File: src/rtl/instr_encoder.sv
// RV32I instruction encoder: packs decoded fields into 32-bit words behind a 2-entry output buffer.
// Optional immediate range checking is compiled in with `define ENC_RANGE_CHECK_EN.
module instr_encoder #(
    parameter int unsigned ADDR_W = 10
) (
    input  logic              clk,
    input  logic              reset,
    input  logic              in_valid,
    output logic              in_ready,
    input  logic [2:0]        fmt,
    input  logic [6:0]        opcode,
    input  logic [4:0]        rd,
    input  logic [4:0]        rs1,
    input  logic [4:0]        rs2,
    input  logic [2:0]        funct3,
    input  logic [6:0]        funct7,
    input  logic [31:0]       imm,
    input  logic              addr_clr,
    output logic              out_valid,
    input  logic              out_ready,
    output logic [31:0]       out_instr,
    output logic [ADDR_W-1:0] out_addr,
    output logic              err
);

    localparam int unsigned INSTR_W = 32;

    localparam logic [2:0] FMT_R     = 3'd0;
    localparam logic [2:0] FMT_I     = 3'd1;
    localparam logic [2:0] FMT_S     = 3'd2;
    localparam logic [2:0] FMT_B     = 3'd3;
    localparam logic [2:0] FMT_U     = 3'd4;
    localparam logic [2:0] FMT_J     = 3'd5;
    localparam logic [2:0] FMT_ISHFT = 3'd6;

    localparam logic [INSTR_W-1:0] NOP_WORD = 32'h0000_0013;

    typedef enum logic [1:0] {
        S_EMPTY = 2'd0,
        S_ONE   = 2'd1,
        S_FULL  = 2'd2
    } state_t;

    state_t               r_state;
    state_t               w_state_n;
    logic                 r_in_ready;
    logic                 r_out_valid;
    logic [INSTR_W-1:0]   r_head;
    logic [INSTR_W-1:0]   r_tail;
    logic [ADDR_W-1:0]    r_addr;
    logic                 r_err;

    logic                 w_push;
    logic                 w_pop;
    logic                 w_load_head;
    logic                 w_load_tail;
    logic                 w_shift;
    logic [INSTR_W-1:0]   w_word;

    assign w_push = in_valid && r_in_ready;
    assign w_pop  = r_out_valid && out_ready;

    // Field packing; out-of-range immediates are simply truncated.
    always_comb begin
        w_word = NOP_WORD;
        case (fmt)
            FMT_R:     w_word = {funct7, rs2, rs1, funct3, rd, opcode};
            FMT_I:     w_word = {imm[11:0], rs1, funct3, rd, opcode};
            FMT_S:     w_word = {imm[11:5], rs2, rs1, funct3, imm[4:0], opcode};
            FMT_B:     w_word = {imm[12], imm[10:5], rs2, rs1, funct3,
                                 imm[4:1], imm[11], opcode};
            FMT_U:     w_word = {imm[31:12], rd, opcode};
            FMT_J:     w_word = {imm[20], imm[10:1], imm[11], imm[19:12], rd, opcode};
            FMT_ISHFT: w_word = {funct7, imm[4:0], rs1, funct3, rd, opcode};
            default:   w_word = NOP_WORD;
        endcase
    end

`ifdef ENC_RANGE_CHECK_EN
    logic w_i_ok;
    logic w_b_ok;
    logic w_j_ok;
    logic w_rng_bad;

    assign w_i_ok = (&imm[31:11]) || !(|imm[31:11]);
    assign w_b_ok = ((&imm[31:12]) || !(|imm[31:12])) && !imm[0];
    assign w_j_ok = ((&imm[31:20]) || !(|imm[31:20])) && !imm[0];

    // Immediate range / format legality for the bundle currently offered.
    always_comb begin
        w_rng_bad = 1'b0;
        case (fmt)
            FMT_R:     w_rng_bad = 1'b0;
            FMT_I:     w_rng_bad = !w_i_ok;
            FMT_S:     w_rng_bad = !w_i_ok;
            FMT_B:     w_rng_bad = !w_b_ok;
            FMT_U:     w_rng_bad = |imm[11:0];
            FMT_J:     w_rng_bad = !w_j_ok;
            FMT_ISHFT: w_rng_bad = |imm[31:5];
            default:   w_rng_bad = 1'b1;
        endcase
    end
`endif

    always_ff @(posedge clk or posedge reset) begin
        if (reset) begin
            r_state <= S_EMPTY;
        end else begin
            r_state <= w_state_n;
        end
    end

    // Buffer occupancy FSM; FULL never accepts, so push and pop only coincide in ONE.
    always_comb begin
        w_state_n   = r_state;
        w_load_head = 1'b0;
        w_load_tail = 1'b0;
        w_shift     = 1'b0;
        case (r_state)
            S_EMPTY: begin
                if (w_push) begin
                    w_load_head = 1'b1;
                    w_state_n   = S_ONE;
                end
            end
            S_ONE: begin
                if (w_push && w_pop) begin
                    w_load_head = 1'b1;
                end else if (w_push) begin
                    w_load_tail = 1'b1;
                    w_state_n   = S_FULL;
                end else if (w_pop) begin
                    w_state_n   = S_EMPTY;
                end
            end
            S_FULL: begin
                if (w_pop) begin
                    w_shift   = 1'b1;
                    w_state_n = S_ONE;
                end
            end
            default: begin
                w_state_n = S_EMPTY;
            end
        endcase
    end

    // in_ready comes up on the first edge after reset release.
    always_ff @(posedge clk or posedge reset) begin
        if (reset) begin
            r_in_ready  <= 1'b0;
            r_out_valid <= 1'b0;
        end else begin
            r_in_ready  <= (w_state_n != S_FULL);
            r_out_valid <= (w_state_n != S_EMPTY);
        end
    end

    always_ff @(posedge clk or posedge reset) begin
        if (reset) begin
            r_head <= '0;
            r_tail <= '0;
        end else begin
            if (w_load_head) begin
                r_head <= w_word;
            end else if (w_shift) begin
                r_head <= r_tail;
            end
            if (w_load_tail) begin
                r_tail <= w_word;
            end
        end
    end

    // Clear beats a same-cycle pop.
    always_ff @(posedge clk or posedge reset) begin
        if (reset) begin
            r_addr <= '0;
        end else if (addr_clr) begin
            r_addr <= '0;
        end else if (w_pop) begin
            r_addr <= r_addr + ADDR_W'(1);
        end
    end

    // A failing accept in the same cycle as a clear leaves err set.
    always_ff @(posedge clk or posedge reset) begin
        if (reset) begin
            r_err <= 1'b0;
        end else begin
`ifdef ENC_RANGE_CHECK_EN
            r_err <= (r_err && !addr_clr) || (w_push && w_rng_bad);
`else
            r_err <= 1'b0;
`endif
        end
    end

    assign in_ready  = r_in_ready;
    assign out_valid = r_out_valid;
    assign out_instr = r_head;
    assign out_addr  = r_addr;
    assign err       = r_err;

endmodule

File: config.mk
export PLATFORM = sky130hd
export DESIGN_NAME = instr_encoder
export DESIGN_NICKNAME = d
export VERILOG_FILES = /design/src/rtl/instr_encoder.sv
export SDC_FILE = /design/constraint.sdc
export NUM_CORES = 1
export LEC_CHECK = 0
export CAP_MARGIN = 20
export CORE_MARGIN = 10
export CORE_UTILIZATION = 40
export DETAILED_ROUTE_END_ITERATION = 16
export GPL_TIMING_DRIVEN = 0
export HOLD_SLACK_MARGIN = 0.02
export PLACE_DENSITY = 0.71
export SYNTH_ARGS = -nofsm -noshare
export SYNTH_HDL_FRONTEND = slang
export SYNTH_SLANG_ARGS = --single-unit
File: constraint.sdc
create_clock -name clk -period 4.35 [get_ports clk]
set_clock_uncertainty 0.2 [all_clocks]
set_input_delay 0.435 -clock clk [delete_from_list [all_inputs] [get_ports clk]]
set_output_delay 0.435 -clock clk [all_outputs]
set_load 0.02 [all_outputs]
==> results.md <==
* Clk sinks at 78
* Vias in the first global route at 3784
* Min-Delay Path Class: input pin to async pin
* Final Hold Fails at 0
* FF+latch area at slightly below 2000 µm²
* Die W at approximately 120 µm
* Share of cells above drive strength 1 at 9.07%
* # DRC at 0
* Final worst path period share at 51.9%
* Core ar. at around 9400 µm²
* Max clock buf depth at 2
* Number of flops mapped to enable cells by yosys at 0
* First-pass GRT wire length at roughly 20 mm
* Clock Latency Late Sink at between 0.3 and 0.4 ns
* P_sw at between 1 and 1.5 mW
* Cells after Synth at 400
* Max stage delay cell, worst path: clkdlybuf4s50_1
* Yosys reg bits at 78
* Gr ovfl total at 0
* Prevailing post-synth register cell: dfrtp_1
* Cts hold-fix bufs at 0
* Area grow syn2layout at 38.9%
* Wire per inst at 19.3 µm
* Async set-reset flop share out of synthesis at between 90% and 100%
* Fin. max-slew vios at 0
* Setup Viol. Count Final at 0
* CP Capture Type: flop
* Mapped Nets at between 400 and 500
* Critical path, cell by cell: clkdlybuf4s50_1 > buf_4 > buf_2 > mux2i_1 > a21oi_1 > a222oi_1 > a21oi_1
* Comb power frac at 44.7%
* Placer Congestion at 0.817
* Die area at between 10000 and 15000 µm²
* Post-Syn Area at approximately 4000 µm²
* Yosys top cell area share at ~50%
* DRT Pass-1 Iters at 6
* Synth warn at 0
* Vias per Instance at between 5 and 6
* Top cells by area, synth: dfrtp_1, nand2_1, o21ai_1
* Clk pwr share at approximately 17%
* Top Ports at between 100 and 150
* Cts bufs inserted at 9
* Row count at 35
* Initial antenna violation count at 1
* Setup TNS at 0 ns
* Post-synth top area cell: dfrtp_1
* Post-synthesis sequential area ratio at 50.2%
* Crit start category: input pin
* CP required at about 4.4 ns
* CTS clock-pin slew for the worst setup and hold paths at roughly 0.080 ns
* Worst vdd ir at 0.262 mV
* Critical path's top delay family: buffers and inverters
* Final WL at roughly 13 mm
* Area of the multi-input gates at 1730 µm²
* Worst path bufs/invs at 3
* Power Total at between 3 and 4 mW
* Pre-CTS setup slack at 1.74 ns
* Actual slew at the worst max-slew pin at slightly above 0.6 ns
* PwrDens at just under 600 nW/µm²
* Initial Utilization at between 40 and 50%
* Distinct cells, synth at 47
* Sequential power share at about two fifths
* Critical Path Max Stage Delay at between 0.5 and 0.6 ns
* RSZ-0062 raised after global routing: false
* Max Fanout on Critical Path at 10
* Largest net degree at the start of global routing at between 50 and 60
* Core Util, Final at slightly below 60%
* Critical path type: input pin to flop
* Final min period at approximately 2.3 ns
* Max Fclk at 0.443 GHz
* DR vias at between 3000 and 4000
* Nets at 598
* Detail Placement HPWL at about 9.4 mm
* Worst path arrival time at between 2 and 2.5 ns
* Post-CTS setup buffers at 0
* Max cap viols at 0
* Sw Ratio at a little under two fifths
* ANT nets after route at 0
* Status: finished, final reports clean
* Die span in y at approximately 120 µm
* Fin worst setup slack at 2.09 ns
* Critical path's most frequent cell: a21oi_1
* Clock root buffer: clkbuf_8
* Post_cts resized at 0
* All-Layer GR Usage at 17.7%
* Initial DRC count at roughly 280
* Worst slew margin at just under 60%
* Htree depth at 3
* Buffers added on ports at 113
* Internal at 1.98 mW
* CTS tree: yes
* Synth Area per Inst at roughly 10 µm²
* Pleak at 2.26 nW
* WHS at 0.205 ns
* Fillers at between 800 and 900
* Diodes inserted at 0
cells in the mapped netlist, types with 10 or more instances:
| cell type | instances |
|---|---|
| a22oi_1 | 17 |
| a21oi_1 | 25 |
| a211oi_1 | 15 |
| inv_1 | 11 |
| nand2_1 | 50 |
| buf_2 | 11 |
| nor2_1 | 25 |
| nor2b_1 | 19 |
| o21ai_1 | 30 |
| o21ai_0 | 10 |
| dfrtp_1 | 78 |
cells by family (layout without fill, tap and decap cells):
group	count (synthesis)	count (layout)	synth area share (%)
AND/OR/NAND/NOR	124	124	15.3
multiplexers	17	17	4.79
flip-flops	78	78	50.2
adder cells (fa/ha/maj)	1	1	0.322
XOR/XNOR	7	7	1.58
buffers and inverters	40	169	5.28
AO/OA/AOI/OAI	132	132	22.5
other	1	1	0.0964
sequential cells by signal, summed over array words and instances (netlist names):
signal	count
out_instr	32
out_valid	1
out_addr	10
in_ready	1
r_tail	32
r_state	2
per-layer routing:
layer | GRT usage, % | up-vias | part of all wire, %
met5 | 0 | - | 0.10
met3 | 5.90 | 17 | 9.5
li1 | - | 1698 | -
met2 | 27.3 | 164 | 46
met1 | 22.9 | 1802 | 43
met4 | 5.11 | 2 | 1.2
through the flow:
stage	instance area, µm²	cells
floorplan	3890	400
global placement	5180	642
detailed placement	5210	643
CTS	5400	658
global route	5400	658
finish	5400	658
path summary, 6_finish.rpt:
kind                                        start                         to  depth (start not counted)  slack [ns]
max                                        fmt[1]  out_instr[23]$_DFFE_PP0P_                          7        2.09
min                                         reset   out_instr[3]$_DFFE_PP0P_                          2        0.21
max reg2reg                   out_valid$_DFF_PP0_   out_instr[1]$_DFFE_PP0P_                          6        2.35
min reg2reg                r_tail[30]$_DFFE_PP0P_     r_tail[30]$_DFFE_PP0P_                          1        0.29
max in group asynchronous                   reset     r_tail[27]$_DFFE_PP0P_                          3        3.16
min in group clk                         addr_clr    out_addr[2]$_DFFE_PP0P_                          2        0.28
power by group through the flow:
| stage | registers (mW) | logic, mW | clock network (mW) |
|---|---|---|---|
| after global placement | 1.22 | 1.40 | 0 |
| after global routing | 1.27 | 1.56 | 0.576 |
| after CTS | 1.23 | 1.44 | 0.544 |
| final | 1.23 | 1.43 | 0.539 |
| after floorplan | 1.39 | 0.647 | 0 |
| after detailed placement | 1.24 | 1.43 | 0 |
cell type report:
type                            count  area share, %
Sequential cell                    78           36.1
Multi-Input combinational cell    282           32.1
Timing Repair Buffer              114           21.5
Buffer                             29           3.04
Tap cell                          129           2.99
Clock buffer                       11           2.62
Clock inverter                      4          0.880
Inverter                           11          0.811
cells in the final DEF (no fill, tap or decap), drive strengths merged, types with 3 or more instances in the layout:
cell,Yosys,final
o21a,5,5
mux2,10,10
o221ai,8,8
xor2,4,4
nand3,6,6
nand2b,3,3
nand2,50,50
o21ai,41,41
dfrtp,78,78
nand4,3,3
clkdlybuf4s50,0,113
a211oi,15,15
nor2,26,26
mux2i,7,7
inv,11,11
buf,21,22
nor2b,19,19
xnor2,3,3
a22oi,17,17
a221o,9,9
a21oi,25,25
or3,3,3
clkbuf,8,19
a222oi,4,4
nor3,4,4
Power figures use the tool's default switching activity.
